$ cat config.mk
export PLATFORM = sky130hd
export DESIGN_NAME = async_in_sync_filter
export DESIGN_NICKNAME = d
export VERILOG_FILES = /design/src/rtl/async_in_sync_filter.sv
export SDC_FILE = /design/constraint.sdc
export NUM_CORES = 1
export LEC_CHECK = 0
export ABC_AREA = 1
export CAP_MARGIN = 20
export CORE_MARGIN = 2
export CORE_UTILIZATION = 35
export DETAILED_ROUTE_END_ITERATION = 16
export HOLD_SLACK_MARGIN = 0.12
export SLEW_MARGIN = 20
export SYNTH_ARGS = -nofsm -noshare
export SYNTH_HDL_FRONTEND = slang
export SYNTH_SLANG_ARGS = --single-unit
$ cat constraint.sdc
create_clock -name clk -period 1.86 [get_ports clk]
set_input_delay 0.372 -clock clk [delete_from_list [all_inputs] [get_ports clk]]
set_output_delay 0.372 -clock clk [all_outputs]
set_load 0.05 [all_outputs]
$ cat src/rtl/async_in_sync_filter.sv
`default_nettype none
// ============================================================================
// Module   : async_in_sync_filter
// Purpose  : Destination-domain conditioner for a single asynchronous input
//            (button, strap pin, external status line). The input is brought
//            into clk through a synchronizer chain, then glitch-filtered so
//            that a new level must persist for FILTER_CNT clocks before it is
//            accepted. The block emits one-cycle rise/fall pulses on accepted
//            changes and counts accepted rising events.
// Revision : 1.0 - initial release
// ----------------------------------------------------------------------------
// Ports
//   clk         in   1      single clock, all logic on posedge
//   rst_n       in   1      asynchronous active-low reset
//   async_in    in   1      raw asynchronous input
//   clr_cnt     in   1      synchronous clear of event_cnt and cnt_ovf
//   sync_out    out  1      last synchronizer stage (unfiltered)
//   level_out   out  1      filtered level
//   rise_pulse  out  1      one-cycle pulse when level_out goes 0->1
//   fall_pulse  out  1      one-cycle pulse when level_out goes 1->0
//   event_cnt   out  CNT_W  count of rise_pulse events, wraps
//   cnt_ovf     out  1      sticky: event_cnt wrapped since last clear/reset
// Parameters
//   SYNC_STAGES  synchronizer depth (>= 2)
//   FILTER_CNT   consecutive clocks a new level must persist (>= 1)
//   CNT_W        width of event_cnt
//   RST_VAL      reset value of synchronizer chain and filtered level
// ============================================================================
module async_in_sync_filter #(
  parameter int unsigned SYNC_STAGES = 2,
  parameter int unsigned FILTER_CNT  = 8,
  parameter int unsigned CNT_W       = 16,
  parameter logic        RST_VAL     = 1'b0
) (
  input  logic             clk,
  input  logic             rst_n,
  input  logic             async_in,
  input  logic             clr_cnt,
  output logic             sync_out,
  output logic             level_out,
  output logic             rise_pulse,
  output logic             fall_pulse,
  output logic [CNT_W-1:0] event_cnt,
  output logic             cnt_ovf
);

  // Filter counter only ever reaches FILTER_CNT-1, but is sized for
  // FILTER_CNT+1 codes so the FILTER_CNT=1 case still has a 1-bit counter.
  localparam int unsigned         c_FCNT_W    = $clog2(FILTER_CNT + 1);
  localparam logic [c_FCNT_W-1:0] c_FCNT_LAST = c_FCNT_W'(FILTER_CNT - 1);

  // --------------------------------------------------------------------------
  // Synchronizer chain. Stage 0 is the only flop that sees async_in; nothing
  // but the next stage loads any stage before the last one.
  // --------------------------------------------------------------------------
  (* ASYNC_REG = "TRUE" *) logic [SYNC_STAGES-1:0] r_sync;

  always_ff @(posedge clk or negedge rst_n) begin
    if (!rst_n) begin
      r_sync <= {SYNC_STAGES{RST_VAL}};
    end else begin
      r_sync <= {r_sync[SYNC_STAGES-2:0], async_in};
    end
  end

  assign sync_out = r_sync[SYNC_STAGES-1];

  // --------------------------------------------------------------------------
  // Persistence filter and edge pulses.
  // r_fcnt counts consecutive edges on which the synchronized input differs
  // from the accepted level. The change is taken on the FILTER_CNT-th such
  // edge; any agreement in between restarts the count.
  // --------------------------------------------------------------------------
  logic [c_FCNT_W-1:0] r_fcnt;
  logic                r_level;
  logic                r_rise;
  logic                r_fall;
  logic                w_mismatch;
  logic                w_accept;

  assign w_mismatch = (sync_out != r_level);
  assign w_accept   = w_mismatch && (r_fcnt == c_FCNT_LAST);

  always_ff @(posedge clk or negedge rst_n) begin
    if (!rst_n) begin
      r_fcnt  <= '0;
      r_level <= RST_VAL;
      r_rise  <= 1'b0;
      r_fall  <= 1'b0;
    end else begin
      // Pulses are registered alongside the level so they appear in the
      // same cycle level_out takes its new value; only one can be set
      // because sync_out has a single value on the accepting edge.
      r_rise <= w_accept &  sync_out;
      r_fall <= w_accept & ~sync_out;

      if (!w_mismatch) begin
        r_fcnt <= '0;
      end else if (w_accept) begin
        r_level <= sync_out;
        r_fcnt  <= '0;
      end else begin
        r_fcnt <= r_fcnt + 1'b1;
      end
    end
  end

  assign level_out  = r_level;
  assign rise_pulse = r_rise;
  assign fall_pulse = r_fall;

  // --------------------------------------------------------------------------
  // Rising-event counter. It advances on the edge after rise_pulse is seen,
  // so a clear arriving on that same edge swallows the pending increment.
  // --------------------------------------------------------------------------
  logic [CNT_W-1:0] r_event_cnt;
  logic             r_cnt_ovf;

  always_ff @(posedge clk or negedge rst_n) begin
    if (!rst_n) begin
      r_event_cnt <= '0;
      r_cnt_ovf   <= 1'b0;
    end else if (clr_cnt) begin
      r_event_cnt <= '0;
      r_cnt_ovf   <= 1'b0;
    end else if (r_rise) begin
      r_event_cnt <= r_event_cnt + 1'b1;
      // All-ones before the increment means this one wraps to zero.
      if (&r_event_cnt) begin
        r_cnt_ovf <= 1'b1;
      end
    end
  end

  assign event_cnt = r_event_cnt;
  assign cnt_ovf   = r_cnt_ovf;

endmodule
`default_nettype wire

After elaboration in Yosys (flattened, before gate mapping)
Cells that the tools add are included.
Widths: inputs -> output; s select.
{"block": "op_classes", "eq_ne": 2, "n_mux": 7, "n_addsub": 2, "n_reduce_logical": 6, "bitwise_logic": 3}
{"cell": "$mux 16", "count": 2}
{"cell": "$add 16x1->16 const B", "count": 1}
{"cell": "$reduce_and 16->1", "count": 1}
{"cell": "$mux 4", "count": 2}
{"cell": "$add 4x1->4 const B", "count": 1}
{"cell": "$eq 4x3->1 const B", "count": 1}
{"cell": "$reduce_and 2->1", "count": 2}
{"cell": "$reduce_bool 2->1", "count": 2}
{"cell": "$mux 1", "count": 3}
{"cell": "$and 1x1->1", "count": 2}
{"cell": "$logic_and 1x1->1", "count": 1}
{"cell": "$ne 1x1->1", "count": 1}
{"cell": "$not 1->1", "count": 1}
{"block": "totals", "inputBits": 4, "regBits": 26}

Logic depth before layout (Yosys ltp)
Gate-level depths: netlist of run 1.
{"block": "depth", "word_depth": 4, "depth_mapped": 8}

Least setup slack after synthesis of run 1
OpenSTA, ideal clock, no wires.
{"block": "synth_path", "path_kind": "reg-to-reg", "startpoint": "register r_event_cnt[0], in the netlist event_cnt[0]", "endpoint": "register r_event_cnt[14], in the netlist event_cnt[14]", "stages_incl_launch_ff": 9, "t_required_ns": 1.741, "synth_period_minus_slack_ns": 1.666, "arrival_ns": 1.547, "path_slack_ns": 0.194, "cell_sequence": "dfrtp_1 ha_1 nand3_1 nor2_4 nand2_2 nor2_2 nand2_1 nand2_1 nor2_1"}
{"block": "synth_between", "elab_chain_cells": 3}
{"element": "start, declared", "line": "116", "rtl": "logic [CNT_W-1:0] r_event_cnt;"}
{"element": "start signal, assigned", "line": "127", "rtl": "r_event_cnt <= r_event_cnt + 1'b1;"}
{"element": "$add 16x1->16", "line": "127"}
{"element": "$mux 16", "line": "126", "rtl": "end else if (r_rise) begin"}
{"element": "$mux 16", "line": "123", "rtl": "end else if (clr_cnt) begin"}
No other way between the ends. The select of a mux whose other input is x is not followed.
A chain may end at the register's enable or synchronous reset.

Worst setup path after layout of run 1
{"block": "layout_path", "startpoint": "register r_fall, in the netlist fall_pulse", "endpoint": "output port fall_pulse"}
{"element": "start, declared", "line": "77", "rtl": "logic r_fall;"}
{"element": "start signal, assigned", "line": "95", "rtl": "r_fall <= w_accept & ~sync_out;"}
{"element": "end, declared", "line": "42", "rtl": "output logic fall_pulse,"}
No word-level cell between the ends.

==> metrics.txt, run 1 <==
Crit path max-delay family=buffers and inverters; RD Place Congestion=0.870; PwrDens=690 nW/um^2; Startpoint Class=register; Tightest Pin Transition=0.502 ns; CP max stage delay=0.53 ns; Final min period=1.57 ns; TritonCTS clock tree=done; Max Fclk=638 MHz; largest net degree at the start of global routing=27; Yosys cell types=18; Die Ht=64.4 microns; worst hold start=r_sync[0]; core footprint=3420 sq um; Starting Density=0.374; initial antenna violation count=0; Synth Instances=160; H-tree depth=1; R2R depth=8; CP cell instances=dlygate4sd2_1; DRC Markers=0; Rows=21; CTS Hold Bufs=0; DRT Pass-1 Iters=7; via count=1090; sequential share of the synthesized area=0.509; WP depth=1; post-synth net total=166; final setup vio count=0; Slew Limit Fails=0; vias per cell=4.64; IO Count=25; reg-to-reg endpoint=event_cnt[14]; cell depth of the worst min-delay path=0; clock edge transition at the registers on the reported setup and hold paths=0.13 ns; slowest CP cell=dlygate4sd2_1; grt total ovfl=0; Hold Path Class=register to register; # Post-CTS Setup Buffers=0; area delta synth->final=22.9%; Post-Route Utilization=0.460; register bit total from synthesis=26; Placed Cells=231; Leakage=0.773 nW; Worst VDD drop=0.579 mV; drt wl/cell=11.0 microns; critical path fanouts, max=1; YS warnings=0; Synth Cell Area=1280 sq um; CP Capture Type=output pin; clk_lat worst skew=0.31 ns; Final ANT Viol Nets=0; fill count=358; Clock Path Buffers=2; max_cap viols=0; unrepaired setup endpoints after global routing=false; die area=4150 sq um; CTS buffer count=3; Worst Hold Endpoint=r_sync[1]; final period utilization=0.843; Slew Limit Headroom=0.667; root buffer selected by CTS=clkbuf_4; Avg Synthesized Cell Area=7.98 sq um; # port buffers=24; Final #Nets=196; WS Path Type=register to output pin; final cell count without fillers=235; setup slack, reg-to-reg=0.41 ns; GRT Total Usage=0.141; WL final=2580 microns; DRT iter0 DRCs=61; Critical Path RT=1.49 ns; Buf+Inv Stages, Crit Path=1; vias in the first global route=1064; DIE WIDTH=64.4 microns; critical path arrival=1.20 ns; first-pass GRT wire length=4680 microns; status=finished clean; layout cell share with drive strength beyond 1=0.185; CTS Sinks=26; setup TNS=0 ns; R2R Path Start=event_cnt[0]; HPWL Detailed=1950 microns; skew final=0.00313 ns; # diodes=0; Hold Vio Cnt, Final=0
==> power by group <==
group / leakage (nW) / internal [W] / switching (W)
Combinational: 0.396 / 0.0000585 / 0.000113
Sequential: 0.356 / 0.000602 / 0.0000296
Clock: 0.0210 / 0.000119 / 0.000160
==> cells by family after synthesis <==
| logic type | synth area share |
|---|---|
| DFF | 0.509 |
| and+or+nand+nor | 0.313 |
| xor gates and xnor gates | 0.0206 |
| buffers and inverters | 0.0744 |
| adders and majority gates | 0.0196 |
| AOI/OAI and AO/OA | 0.0627 |
==> per-layer routing <==
metal	track usage	part of all wire
met5	0	0
met4	0.0505	0.0077
met3	0.0191	0.046
met2	0.237	0.46
met1	0.185	0.48
==> area by class of cell <==
type	count	area, sq um	share of cell area
inverter	24	90.1	0.0574
clock buffer	4	36.3	0.0231
sequential	26	651	0.414
multi-input combinational	109	532	0.339
timing repair buffer	26	204	0.130
tap	46	57.6	0.0367
==> flip-flops by register name, indices dropped and copies added (netlist names) <==
name and flops:
r_sync 2, fall_pulse 1, rise_pulse 1, r_fcnt 4, event_cnt 16, cnt_ovf 1
level_out 1
==> per-stage QoR <==
| stage | hold slack, ns | setup WS [ns] | cell area [sq um] | power, W |
|---|---|---|---|---|
| global placement | 0.344 | 0.178 | 1540 | 0.000810 |
| CTS | 0.379 | 0.259 | 1570 | 0.00111 |
| floorplan | 0.0764 | 0.194 | 1280 | 0.000754 |
| finish | 0.370 | 0.292 | 1570 | 0.00108 |
| detailed placement | 0.336 | 0.140 | 1540 | 0.000819 |
| global route | 0.382 | 0.229 | 1570 | 0.00116 |
==> worst max path at each step <==
stage | start | to | slack [ns]
6_report | fall_pulse | fall_pulse | 0.29
5_1_grt | fall_pulse | fall_pulse | 0.23
4_1_cts | fall_pulse | fall_pulse | 0.26
3_5_place_dp | clr_cnt | event_cnt[15] | 0.14
3_3_place_gp | clr_cnt | event_cnt[14] | 0.18
2_1_floorplan | event_cnt[0] | event_cnt[14] | 0.19
==> synthesized netlist by cell type <==
| library cell | count | area, sq um |
|---|---|---|
| inv_1 | 24 | 90.1 |
| nand4_1 | 5 | 31.3 |
| nand3_1 | 8 | 40.0 |
| xnor2_1 | 1 | 8.76 |
| xor2_1 | 2 | 17.5 |
| nor2_2 | 2 | 12.5 |
| nand3b_1 | 1 | 7.51 |
| nor2_4 | 4 | 45.0 |
| buf_2 | 1 | 5.00 |
| dfrtp_1 | 26 | 651 |
| a21oi_1 | 8 | 40.0 |
| o21ai_1 | 1 | 5.00 |
| nor2_1 | 29 | 109 |
| nand2_1 | 35 | 131 |
| ha_1 | 2 | 25.0 |
| o21ai_0 | 7 | 35.0 |
| nand2_2 | 3 | 18.8 |
| nor3_1 | 1 | 5.00 |
==> layout by cell type, fill, tap and decap left out <==
cell             instances
nor2_1                  29
ha_1                     2
nand2_1                 35
dfrtp_1                 26
clkdlybuf4s50_1          3
nand3b_1                 1
clkbuf_4                 3
nand2_2                  3
nor3_1                   1
dlygate4sd2_1            1
nand3_1                  8
xnor2_1                  1
xor2_1                   2
o21ai_1                  1
buf_4                   22
o21ai_0                  7
nor2_2                   2
inv_1                   24
nor2_4                   4
clkbuf_8                 1
a21oi_1                  8
nand4_1                  5
==> what timing repair did <==
item | 4_1_cts | 5_1_grt
gates resized for setup | 1 | 0
setup endpoints to repair | 1 | 0
endpoints found under the hold margin | 0 | 0
(Power assumes the default switching activity.)
==> run 2: changes to the inputs <==
==> constraint.sdc (replaced) <==
create_clock -name clk -period 1.5 [get_ports clk]
set_input_delay 0.3 -clock clk [delete_from_list [all_inputs] [get_ports clk]]
set_output_delay 0.3 -clock clk [all_outputs]
set_load 0.05 [all_outputs]
==> run 2 against run 1 <==
Against the previous run:
- cell count rose by 2.6%
- clock skew decreased by 0.00087 ns
- utilization rose by 9.7 points
- sequential cell count did not move
- largest power group unchanged
- critical endpoint is now event_cnt[3]
- global-route usage is 0.98 points higher
- highest routed layer unchanged
- sequential share of layout area fell by 7.0 points
- non-clock buffer count is 6 higher
- count of clock-buffer cells in the layout is the same
- sequential power is 25% higher
- combinational power increased by 50%
==> metrics.txt, run 2 (synthesis results as in run 1) <==
TritonCTS clock tree=done; Leakage=0.854 nW (+11%); critical path arrival=1.12 ns (-0.08 ns); CTS buffer count=3 (unchanged); Final #Nets=202 (+3.1%); H-tree depth=1 (unchanged); vias in the first global route=1073 (+0.85%); fill count=298 (-17%); final period utilization=0.948; PwrDens=745 nW/um^2 (+8.0%); # diodes=0 (unchanged); setup slack, reg-to-reg=0.15 ns (-0.26 ns); # port buffers=24 (unchanged); Clock Path Buffers=2 (unchanged); WS Path Type=register to output pin; final setup vio count=0 (unchanged); reg-to-reg endpoint=event_cnt[14]; Slew Limit Headroom=0.781 (+0.115); WL final=2810 microns (+8.7%); first-pass GRT wire length=4910 microns (+5.0%); Max Fclk=703 MHz; Tot Pwr=0.00142 W (+31%); critical path fanouts, max=6 (+5); R2R Path Start=event_cnt[1]; Startpoint Class=register; Critical Path RT=1.20 ns (-0.29 ns); GRT Total Usage=0.150 (+0.00975); Hold Path Class=primary input to asynchronous set/reset pin; commonest non-fill, non-tap cell in the layout=nand2_1; skew final=0.00226 ns (-0.000874 ns); DIE WIDTH=64.4 microns (unchanged); initial antenna violation count=0 (unchanged); unrepaired setup endpoints after global routing=false; RD Place Congestion=0.870 (about the same); HPWL Detailed=2100 microns (+7.3%); placed cell area=1840 sq um (+20%); via count=1138 (+4.4%); drt wl/cell=11.7 microns (+6.0%); Hold Vio Cnt, Final=0 (unchanged); clock edge transition at the registers on the reported setup and hold paths=0.14 ns (about the same); DRC Markers=0 (unchanged); DRT Pass-1 Iters=4 (-3); vias per cell=4.72 (+1.8%); IO Count=25 (unchanged); setup TNS=0 ns (unchanged); most frequent cells in the layout=35 x nand2_1, 29 x nor2_1, 24 x inv_1; DRT iter0 DRCs=36 (-41%); root buffer selected by CTS=clkbuf_4; grt total ovfl=0 (unchanged); Die Ht=64.4 microns (unchanged); layout cell share with drive strength beyond 1=0.246 (+0.0610); Final ANT Viol Nets=0 (unchanged); core footprint=3420 sq um (unchanged); max_cap viols=0 (unchanged); largest net degree at the start of global routing=27 (unchanged); CP Capture Type=output pin; Slew Limit Fails=0 (unchanged); status=finished clean; Starting Density=0.374 (unchanged); clk_lat worst skew=0.33 ns (+0.02 ns); flip-flop count of the largest register after layout=16 (unchanged); die area=4150 sq um (unchanged); Worst VDD drop=0.612 mV (+5.7%); CTS Sinks=26 (unchanged); Tightest Pin Transition=0.328 ns (-0.174 ns); Rows=21 (unchanged); Final Instance Area=1900 sq um (+21%); Final min period=1.42 ns; R2R depth=8 (unchanged); area delta synth->final=48.9%
## run 2: timing repair
action,CTS,global route
resized for setup,0,2
setup buffers,0,2
setup endpoints to repair,0,2
hold buffers,0,0
## run 2: final cells by class
cell class                 count  area [sq um]  area share
tap                           46          57.6      0.0303
multi-input combinational    109           539       0.284
timing repair buffer          32           523       0.275
sequential                    26           656       0.345
inverter                      24          90.1      0.0474
clock buffer                   4          36.3      0.0191
## run 2: routing by layer
layer / global-route usage / wire (microns)
met1: 0.189 / 1210
met4: 0.0718 / 53
met3: 0.0260 / 149
met5: 0 / 0
met2: 0.251 / 1400
## run 2: worst max-delay path, stage by stage, from the launching register on
cell and delay (ns):
dfrtp_1 0.48, buf_4 0.17, buf_12 0.14
## run 2: report_power, final
part           total [W]  leakage [nW]  switching [W]  internal (W)
Combinational   0.000256         0.484       0.000144      0.000112
Sequential      0.000792         0.349      0.0000449      0.000747
Clock           0.000369        0.0210       0.000220      0.000149
## run 2: through the flow
stage	util	setup WS, ns	hold slack (ns)	cells
after floorplan	-	0.00777	0.00441	160
after global placement	0.540	-0.0651	0.344	235
after detailed placement	0.540	-0.117	0.346	235
after CTS	0.550	0.0792	0.337	239
after global routing	0.557	0.0275	0.342	241
final	0.557	0.0783	0.322	241
## run 2: how the worst max path moves through the flow
stage,start,end,slack [ns],cells after the start
after global placement,clr_cnt,event_cnt[14],-0.07,8
after global routing,event_cnt[3],event_cnt[3],0.03,2
after detailed placement,clr_cnt,event_cnt[14],-0.12,8
final,event_cnt[3],event_cnt[3],0.08,2
after floorplan,event_cnt[0],event_cnt[14],0.008,8
after CTS,event_cnt[1],event_cnt[14],0.08,8
